==> config.mk <==
export PLATFORM = sky130hd
export DESIGN_NAME = fetch_sequencer_flat
export DESIGN_NICKNAME = d
export VERILOG_FILES = /design/src/rtl/fetch_sequencer_if.sv /design/src/rtl/fetch_sequencer.sv /design/src/flat_wrapper.sv
export SDC_FILE = /design/constraint.sdc
export NUM_CORES = 1
export LEC_CHECK = 0
export CAP_MARGIN = 20
export CORE_ASPECT_RATIO = 0.75
export CORE_MARGIN = 5
export CORE_UTILIZATION = 38
export CTS_CLUSTER_DIAMETER = 60
export DETAILED_ROUTE_END_ITERATION = 8
export PLACE_DENSITY = 0.88
export SLEW_MARGIN = 20
export SYNTH_ARGS = -nofsm -noshare
export SYNTH_HDL_FRONTEND = slang
export SYNTH_SLANG_ARGS = --single-unit
==> constraint.sdc <==
create_clock -name clk -period 3.5 [get_ports clk]
set_input_delay 0.7 -clock clk [delete_from_list [all_inputs] [get_ports clk]]
set_output_delay 0.7 -clock clk [all_outputs]
set_load 0.03 [all_outputs]
==> src/rtl/fetch_sequencer_if.sv <==
`default_nettype none
// ============================================================================
// Module      : fetch_sequencer_if
// Description : PC loop, instruction-memory and decode-side signals of the
//               fetch sequencer.
// Revision    : 1.0 - initial release
// ============================================================================
interface fetch_sequencer_if;
    logic [31:0] pc_cur;
    logic [31:0] pc_next;
    logic        imem_req;
    logic [31:0] imem_addr;
    logic        imem_ack;
    logic [31:0] imem_rdata;
    logic        inst_valid;
    logic [31:0] inst;
    logic [31:0] inst_pc;
    logic        inst_ready;
    logic        stall;
    logic        redirect_valid;
    logic [31:0] redirect_target;
    logic        halt_req;
    logic        resume;
    logic        trap;
    logic        halted;

    // The sequencer drives the master side.
    modport master (
        input  pc_cur, imem_ack, imem_rdata, inst_ready, stall,
               redirect_valid, redirect_target, halt_req, resume,
        output pc_next, imem_req, imem_addr, inst_valid, inst, inst_pc,
               trap, halted
    );

    modport slave (
        output pc_cur, imem_ack, imem_rdata, inst_ready, stall,
               redirect_valid, redirect_target, halt_req, resume,
        input  pc_next, imem_req, imem_addr, inst_valid, inst, inst_pc,
               trap, halted
    );
endinterface
`default_nettype wire

==> src/rtl/fetch_sequencer.sv <==
`default_nettype none
// ============================================================================
// Module      : fetch_sequencer
// Description : Next-PC and instruction-fetch controller with a one-entry
//               decode buffer, redirects, misaligned traps and debug halt.
// Revision    : 1.0 - initial release
// ============================================================================
module fetch_sequencer #(
    parameter logic [31:0] RESET_PC = 32'h0001_0000,
    parameter logic [31:0] TRAP_VEC = 32'h0000_0100
) (
    input  wire logic          clk,
    input  wire logic          rst,
    fetch_sequencer_if.master  fetch
);

    typedef enum logic [1:0] {
        ST_BOOT      = 2'd0,
        ST_RUN       = 2'd1,
        ST_HALT_PEND = 2'd2,
        ST_HALTED    = 2'd3
    } state_t;

    state_t      r_state;
    state_t      w_state_next;
    logic        r_inst_valid;
    logic [31:0] r_inst;
    logic [31:0] r_inst_pc;
    logic        r_trap;
    logic        r_halted;

    logic        w_req;
    logic        w_accept;
    logic        w_redir;
    logic        w_misaligned;
    logic [31:0] w_pc_next;

    always_ff @(posedge clk) begin
        if (rst) begin
            r_state <= ST_BOOT;
        end else begin
            r_state <= w_state_next;
        end
    end

    always_comb begin
        w_state_next = r_state;
        w_req        = 1'b0;
        w_redir      = 1'b0;
        w_accept     = 1'b0;
        w_pc_next    = fetch.pc_cur;
        w_misaligned = (fetch.redirect_target[1:0] != 2'b00);

        case (r_state)
            ST_BOOT: begin
                w_pc_next    = RESET_PC;
                w_state_next = fetch.halt_req ? ST_HALT_PEND : ST_RUN;
            end
            ST_RUN: begin
                w_redir = fetch.redirect_valid;
                w_req   = !fetch.stall && !fetch.redirect_valid && !fetch.halt_req &&
                          (!r_inst_valid || fetch.inst_ready);
                if (fetch.halt_req) begin
                    w_state_next = ST_HALT_PEND;
                end
            end
            ST_HALT_PEND: begin
                w_redir = fetch.redirect_valid;
                // Buffer already empty (or flushed by a redirect): halt next cycle.
                if (fetch.redirect_valid || !r_inst_valid) begin
                    w_state_next = ST_HALTED;
                end
            end
            ST_HALTED: begin
                if (fetch.resume) begin
                    w_state_next = ST_RUN;
                end
            end
            default: begin
                w_state_next = ST_BOOT;
            end
        endcase

        w_accept = w_req && fetch.imem_ack;

        if (w_redir) begin
            w_pc_next = w_misaligned ? TRAP_VEC : fetch.redirect_target;
        end else if (w_accept) begin
            w_pc_next = fetch.pc_cur + 32'd4;
        end

        // Reset aborts everything, including the combinational request.
        if (rst) begin
            w_state_next = ST_BOOT;
            w_req        = 1'b0;
            w_accept     = 1'b0;
            w_redir      = 1'b0;
            w_pc_next    = RESET_PC;
        end
    end

    always_ff @(posedge clk) begin
        if (rst) begin
            r_inst_valid <= 1'b0;
            r_inst       <= 32'd0;
            r_inst_pc    <= 32'd0;
            r_trap       <= 1'b0;
            r_halted     <= 1'b0;
        end else begin
            r_trap   <= w_redir && w_misaligned;
            r_halted <= (w_state_next == ST_HALTED);
            if (w_redir) begin
                r_inst_valid <= 1'b0;
            end else if (w_accept) begin
                r_inst_valid <= 1'b1;
                r_inst       <= fetch.imem_rdata;
                r_inst_pc    <= fetch.pc_cur;
            end else if (r_inst_valid && fetch.inst_ready) begin
                r_inst_valid <= 1'b0;
            end
        end
    end

    assign fetch.pc_next    = w_pc_next;
    assign fetch.imem_req   = w_req;
    assign fetch.imem_addr  = fetch.pc_cur;
    assign fetch.inst_valid = r_inst_valid;
    assign fetch.inst       = r_inst;
    assign fetch.inst_pc    = r_inst_pc;
    assign fetch.trap       = r_trap;
    assign fetch.halted     = r_halted;

endmodule
`default_nettype wire
==> src/flat_wrapper.sv <==
// flat-port wrapper written by rule: the top's interface ports become plain ports
module fetch_sequencer_flat 
#(
    parameter logic [31:0] RESET_PC = 32'h0001_0000,
    parameter logic [31:0] TRAP_VEC = 32'h0000_0100
)
  (clk, rst, fetch_pc_cur, fetch_imem_ack, fetch_imem_rdata, fetch_inst_ready, fetch_stall, fetch_redirect_valid, fetch_redirect_target, fetch_halt_req, fetch_resume, fetch_pc_next, fetch_imem_req, fetch_imem_addr, fetch_inst_valid, fetch_inst, fetch_inst_pc, fetch_trap, fetch_halted);
  fetch_sequencer_if fetch_i ();
  input  wire logic clk;
  input  wire logic rst;
  input wire logic [$bits(fetch_i.pc_cur)-1:0] fetch_pc_cur;
  input wire logic [$bits(fetch_i.imem_ack)-1:0] fetch_imem_ack;
  input wire logic [$bits(fetch_i.imem_rdata)-1:0] fetch_imem_rdata;
  input wire logic [$bits(fetch_i.inst_ready)-1:0] fetch_inst_ready;
  input wire logic [$bits(fetch_i.stall)-1:0] fetch_stall;
  input wire logic [$bits(fetch_i.redirect_valid)-1:0] fetch_redirect_valid;
  input wire logic [$bits(fetch_i.redirect_target)-1:0] fetch_redirect_target;
  input wire logic [$bits(fetch_i.halt_req)-1:0] fetch_halt_req;
  input wire logic [$bits(fetch_i.resume)-1:0] fetch_resume;
  output wire logic [$bits(fetch_i.pc_next)-1:0] fetch_pc_next;
  output wire logic [$bits(fetch_i.imem_req)-1:0] fetch_imem_req;
  output wire logic [$bits(fetch_i.imem_addr)-1:0] fetch_imem_addr;
  output wire logic [$bits(fetch_i.inst_valid)-1:0] fetch_inst_valid;
  output wire logic [$bits(fetch_i.inst)-1:0] fetch_inst;
  output wire logic [$bits(fetch_i.inst_pc)-1:0] fetch_inst_pc;
  output wire logic [$bits(fetch_i.trap)-1:0] fetch_trap;
  output wire logic [$bits(fetch_i.halted)-1:0] fetch_halted;
  assign fetch_i.pc_cur = fetch_pc_cur;
  assign fetch_i.imem_ack = fetch_imem_ack;
  assign fetch_i.imem_rdata = fetch_imem_rdata;
  assign fetch_i.inst_ready = fetch_inst_ready;
  assign fetch_i.stall = fetch_stall;
  assign fetch_i.redirect_valid = fetch_redirect_valid;
  assign fetch_i.redirect_target = fetch_redirect_target;
  assign fetch_i.halt_req = fetch_halt_req;
  assign fetch_i.resume = fetch_resume;
  assign fetch_pc_next = fetch_i.pc_next;
  assign fetch_imem_req = fetch_i.imem_req;
  assign fetch_imem_addr = fetch_i.imem_addr;
  assign fetch_inst_valid = fetch_i.inst_valid;
  assign fetch_inst = fetch_i.inst;
  assign fetch_inst_pc = fetch_i.inst_pc;
  assign fetch_trap = fetch_i.trap;
  assign fetch_halted = fetch_i.halted;
  fetch_sequencer #(.RESET_PC(RESET_PC), .TRAP_VEC(TRAP_VEC)) u_core (.clk(clk), .rst(rst), .fetch(fetch_i));
endmodule
==> impl_metrics.json, run 1 <==
{
  "hold_violations": 0,
  "cp-endpoint": "fetch_pc_next[30]",
  "avgRoutedWirePerCell_um": 17.1,
  "nNetsFinal": 874,
  "synth_cell_types": 39,
  "yosys.area.top_type": "dfxtp_1",
  "ant_nets": 0,
  "syn_area_per_cell_um2": 7.49,
  "final_cells": 905,
  "antenna_cells": 0,
  "cts_tree": "built",
  "gr-total-overflow": 0,
  "ys_seq_elements": 69,
  "die-area_um2": 12400,
  "p_leak_nw": 2.60,
  "critPathKind": "primary input to output port",
  "synthTopCellsByArea": "dfxtp_1 (35%), nand2b_1 (10%), nand2_1 (9.6%)",
  "cp.required_ns": 2.80,
  "root_buffer": "clkbuf_16",
  "synth_commonest_cells": "nand2_1 (100), o21ai_0 (70), dfxtp_1 (69)",
  "yosys.area.top_type_share_pct": 35.5,
  "vdd_drop_max_v": 0.000257,
  "cp-start-kind": "primary input",
  "timing.slew.headroom_pct": 63.8,
  "endpoint_kind": "output port",
  "drt_iter0_markers": 226,
  "pre_cts_ws_ns": -0.191,
  "synthesis.nets": 629,
  "dpl_cell_area_um2": 6490,
  "ios": 236,
  "grt_max_degree": 66,
  "status": "complete, no violations",
  "synth_cells": 520,
  "post_drt_via_cell_ratio": 5.14,
  "maxCapViolCount": 0,
  "grt_pass1_vias": 4768,
  "fin_crit_ns": 3.44,
  "io_buffers": 235,
  "r2r_start": "u_core.r_state[1]",
  "routed_wl_um": 15400,
  "hpwl_um": 11700,
  "start_util_pct": 38.4,
  "stdcell_area_um2": 6960,
  "powerDensity_nw_per_um2": 349,
  "cts-buffers-inserted": 9,
  "crit_fanout": 5,
  "total_power_mw": 2.43,
  "hold_class": "register to register",
  "fin_crit_sh_pct": 98.4,
  "clockBufferDepth": 2,
  "drive_gt1_share_pct": 18.1,
  "die-width_um": 127,
  "htreeDepth": 3,
  "syn-cell-area_um2": 3890,
  "grt_pass1_wl_um": 23900,
  "clk_pin_slew_ns": 0.06,
  "cts.sinks": 69,
  "drc_errors": 0,
  "fmaxAchievable_mhz": 290,
  "r2r_end": "u_core.fetch.inst_pc[2]",
  "setup_slack_ns": 0.0558,
  "cp-startpoint": "fetch_pc_cur[11]",
  "synth_edf_count": 0,
  "synth_ff_type": "dfxtp_1",
  "core_area_um2": 10100,
  "grt_usage_pct": 23.9,
  "num_vias": 4653,
  "gp_congestion": 0.882,
  "yosys_warnings": 0,
  "fill_cells": 784,
  "synthArstFlopShare_pct": 0,
  "report.final.slew_viol_count": 0,
  "die-height_um": 97.7,
  "dp_cells": 884,
  "num_rows": 32,
  "antenna_found_initial": 1,
  "syn_to_final_growth_pct": 78.8,
  "setup_viol": 0,
  "arrival_ns": 2.74,
  "worst_pin_slew_ns": 0.542,
  "synth_most_common_cell": "nand2_1",
  "ys_seq_area_share_pct": 35.5,
  "ff2ff_setup_slack_ns": 1.18,
  "rr_worst_depth": 9,
  "clock_latency_ns": 0.33,
  "fin_skew_ns": 0.00596,
  "firstDrtPassIters": 5,
  "rsz0062_at_grt": "true"
}
## critical path, stage by stage
cell and delay [ns]:
clkdlybuf4s50_1 0.50, and3_4 0.25, nand3_4 0.10, or4_4 0.53, or4_4 0.44, nand3_2 0.09
buf_6 0.13
## through the flow
step	TNS [ns]	utilization, %	hold WS (ns)
after floorplan	0	-	0.596
after global placement	-0.579	64.1	0.459
after detailed placement	-1.96	64.1	0.464
after CTS	0	67.7	0.476
after global routing	-0.108	68.7	0.492
final	0	68.7	0.470
## report_power, final
group / switching [mW] / internal, mW
combinational: 0.338 / 0.314
sequential: 0.0101 / 0.798
clock: 0.348 / 0.621
total: 0.696 / 1.73
## state kept, by name, indices dropped and copies added (netlist names)
register / count
u_core.fetch.inst: 32
u_core.fetch.inst_pc: 32
u_core.r_state: 2
u_core.fetch.halted: 1
u_core.fetch.inst_valid: 1
u_core.fetch.trap: 1
## repair_timing
item | CTS | global route
pin swaps | 6 | 6
gates resized for setup | 25 | 29
hold buffers | 0 | 0
setup buffers | 1 | 5
setup endpoints to repair | 19 | 13
## worst min path at each step
stage,cells past startpoint,endpoint,from
2_1_floorplan,2,u_core.fetch.inst[0],u_core.fetch.inst[0]
3_3_place_gp,2,u_core.fetch.inst[11],u_core.fetch.inst[11]
3_5_place_dp,2,u_core.fetch.inst[10],u_core.fetch.inst[10]
4_1_cts,2,u_core.fetch.inst[10],u_core.fetch.inst[10]
5_1_grt,2,u_core.fetch.inst_pc[20],u_core.fetch.inst_pc[20]
6_report,2,u_core.fetch.inst[10],u_core.fetch.inst[10]
## area by class of cell
| cell class | count | area [um^2] | share of cell area, % |
|---|---|---|---|
| inverter | 6 | 25.0 | 0.359 |
| timing repair buffer | 296 | 2830 | 40.6 |
| multi-input combinational | 383 | 2240 | 32.2 |
| tap | 136 | 170 | 2.44 |
| clock buffer | 9 | 225 | 3.23 |
| sequential | 69 | 1390 | 19.9 |
| clock inverter | 6 | 87.6 | 1.26 |
## cells by family after synthesis
kind of cell / count (synthesis) / synth area share [%]
adders and majority gates: 5 / 1.61
DFF: 69 / 35.5
xor gates and xnor gates: 7 / 1.57
and+or+nand+nor: 256 / 33.7
AOI/OAI and AO/OA: 112 / 17.0
buffers and inverters: 68 / 9.90
muxes: 3 / 0.771
## cells in the final DEF (no fill, tap or decap), types with 6 or more instances in the layout
master           instances
dfxtp_1                 67
nand2_1                 99
clkbuf_16                9
buf_4                   81
nand4_1                 12
clkdlybuf4s50_1        190
nand2b_1                62
nand3_1                 25
buf_12                   8
o21ai_0                 70
o211ai_1                13
a21oi_1                  9
o311ai_0                 8
nor3_1                   6
nor2_1                  12
## metal layers
metal  wire [um]  share of wire, %  vias to the layer above  global-route usage, %
li1            -                 -                     2266                      -
met1        5950                39                     2138                   26.7
met2        7450                48                      223                   41.4
met3        1710                11                       24                   9.45
met4         321               2.1                        2                   7.83
met5          13             0.084                        -                      0
No activity file was read; power rests on OpenSTA's default activity.
==> run 2: changes to the inputs <==
--- a/config.mk
+++ b/config.mk
@@ -5,10 +5,11 @@
 export SDC_FILE = /design/constraint.sdc
 export NUM_CORES = 1
 export LEC_CHECK = 0
+export ABC_AREA = 1
 export CAP_MARGIN = 20
 export CORE_ASPECT_RATIO = 0.75
 export CORE_MARGIN = 5
-export CORE_UTILIZATION = 38
+export CORE_UTILIZATION = 39
 export CTS_CLUSTER_DIAMETER = 60
 export DETAILED_ROUTE_END_ITERATION = 8
 export PLACE_DENSITY = 0.88
==> run 2 against run 1 <==
Sequential share of layout area rose by 0.71 points. Fmax rose by 3.2%. Synthesized cell count rose by 21%. Clock power rose by 2%. Worst setup slack improved by 0.11 ns. Sequential power barely moved. Combinational power rose by 4.0%. Critical path type unchanged. Power rose by 1.6%. Clock skew fell by 0.0022 ns. Final cell count rose by 8.2%.
==> impl_metrics.json, run 2 <==
{
  "status": "complete, no violations",
  "dpl_cell_area_um2": 6370,
  "avgRoutedWirePerCell_um": 15.9,
  "routed_wl_um": 15600,
  "drive_gt1_share_pct": 11.4,
  "ys_seq_area_share_pct": 33.7,
  "ant_nets": 0,
  "fmaxAchievable_mhz": 300,
  "dr_wl_met2_um": 7390,
  "sw_frac_of_total_pct": 29.9,
  "fin_crit_ns": 3.34,
  "clockBufferDepth": 2,
  "rsz0062_at_grt": "false",
  "vdd_drop_max_v": 0.000247,
  "start_util_pct": 39.8,
  "core_area_um2": 10300,
  "root_buffer": "clkbuf_16",
  "cts_resized": 0,
  "die-area_um2": 12700,
  "report.final.slew_viol_count": 0,
  "highest_layer": "met4",
  "synth_commonest_cells": "nand2_1 (216), nand3_1 (104), dfxtp_1 (69)",
  "cts_tree": "built",
  "ys_seq_elements": 69,
  "timing.slew.headroom_pct": 54.7,
  "grt_pass1_wl_um": 24000,
  "antenna_found_initial": 0,
  "powerDensity_nw_per_um2": 369,
  "synth_most_common_cell": "nand2_1",
  "die-height_um": 98.7,
  "fin_skew_ns": 0.00373,
  "grt_max_degree": 62,
  "crit_fanout": 8,
  "cp-startpoint": "fetch_pc_cur[2]",
  "num_vias": 4929,
  "synth_edf_count": 0,
  "hold_violations": 0,
  "holdBufCountCts": 0,
  "clkPwrFrac_pct": 39.9,
  "postCtsSetupBuffers": 0,
  "setup_viol": 0,
  "grt_pass1_vias": 4735,
  "critPathKind": "primary input to output port",
  "yosys.area.top_type": "dfxtp_1",
  "cts-buffers-inserted": 9,
  "clock_latency_ns": 0.32,
  "hold_class": "register to register",
  "htreeDepth": 3,
  "final_cell_mix": "nand2_1 (216), clkdlybuf4s50_1 (202), nand3_1 (104), dfxtp_1 (69), buf_4 (49)",
  "worst_pin_slew_ns": 0.680,
  "antenna_cells": 0,
  "final_util_pct": 65.1,
  "ios": 236,
  "syn_area_per_cell_um2": 6.50,
  "drc_errors": 0,
  "gp_congestion": 0.864,
  "maxCapViolCount": 0,
  "stdcell_area_um2": 6700,
  "hpwl_um": 12200,
  "dp_cells": 964,
  "synthesis.nets": 739,
  "fin_crit_sh_pct": 95.4,
  "tns_ns": 0,
  "clk_pin_slew_ns": 0.05,
  "gr-total-overflow": 0,
  "hold_ws_ns": 0.468,
  "switching_power_uw": 738,
  "r2r_start": "u_core.r_state[1]",
  "synthTopCellsByArea": "dfxtp_1 (34%), nand2_1 (20%), nand3_1 (13%)",
  "yosys.area.top_type_share_pct": 33.7,
  "sequentialPowerShare_pct": 32.7,
  "final_common_cell": "nand2_1",
  "min_from": "u_core.fetch.inst_pc[28]",
  "p_leak_nw": 3.02,
  "grt_usage_pct": 23.7,
  "power_frac_comb_pct": 27.4,
  "internal_power_mw": 1.73,
  "synth_cell_types": 32,
  "firstDrtPassIters": 6,
  "synthArstFlopShare_pct": 0,
  "io_buffers": 235,
  "endpoint_kind": "output port",
  "cp.required_ns": 2.80,
  "arrival_ns": 2.64,
  "synth_ff_type": "dfxtp_1",
  "final_cells": 979,
  "nNetsFinal": 948,
  "syn_to_final_growth_pct": 63.6,
  "met1Wirelength_um": 6310,
  "num_rows": 32,
  "post_drt_via_cell_ratio": 5.03,
  "syn-cell-area_um2": 4100,
  "cp-start-kind": "primary input",
  "cts.sinks": 69,
  "drt_iter0_markers": 260,
  "yosys_warnings": 0,
  "die-width_um": 128,
  "synth_cells": 630,
  "met3_length_um": 1670
}
-- run 2: area by class of cell --
| type | count | area (um^2) |
|---|---|---|
| well taps | 136 | 170 |
| clock inverters | 5 | 82.6 |
| clock buffers | 10 | 239 |
| inverters | 46 | 173 |
| flip-flops and latches | 69 | 1380 |
| multi-input cells | 455 | 2130 |
| repair buffers | 258 | 2520 |
| fillers | 884 | 3590 |
-- run 2: power groups by stage --
stage / clock network [mW] / registers [mW] / logic (mW)
floorplan: 0 / 0.842 / 0.339
global placement: 0 / 0.824 / 0.671
detailed placement: 0 / 0.824 / 0.675
CTS: 1.01 / 0.807 / 0.679
global route: 1.04 / 0.809 / 0.723
finish: 0.984 / 0.807 / 0.677
-- run 2: metal layers --
layer,track usage (%),vias to the layer above
met4,6.77,0
met5,0,-
met1,28.7,2264
li1,-,2411
met2,40.3,237
met3,7.53,17
-- run 2: worst paths after layout --
path	endpoint	slack, ns	cells past startpoint
setup / recovery	fetch_pc_next[20]	0.16	10
hold reg to reg	u_core.fetch.inst_pc[28]	0.47	2
hold / removal	u_core.fetch.inst_pc[28]	0.47	2
setup reg to reg	u_core.fetch.inst[28]	1.43	10
-- run 2: logic make-up after synthesis --
group                    count (synthesis)  synth area share, %
AO/OA/AOI/OAI                           49                 6.32
flip-flops                              69                 33.7
adder cells (fa/ha/maj)                  5                 1.53
AND/OR/NAND/NOR                        400                 43.7
XOR/XNOR                                 1                0.214
buffers and inverters                  106                 14.5
-- run 2: metrics by stage --
stage	total power, mW	worst slack (ns)
2_1_floorplan	1.18	0.675
3_3_place_gp	1.49	0.125
3_5_place_dp	1.50	0.120
4_1_cts	2.49	0.113
5_1_grt	2.57	0.0275
6_report	2.47	0.162
-- run 2: worst max-delay path, stage by stage --
cell and delay (ns):
clkdlybuf4s50_1 0.54, ha_1 0.22, nand3_1 0.11, nor2_2 0.16, nand2_2 0.13, nor2_4 0.21
nand3_1 0.17, nand3_1 0.11, nand3_1 0.12, buf_12 0.17
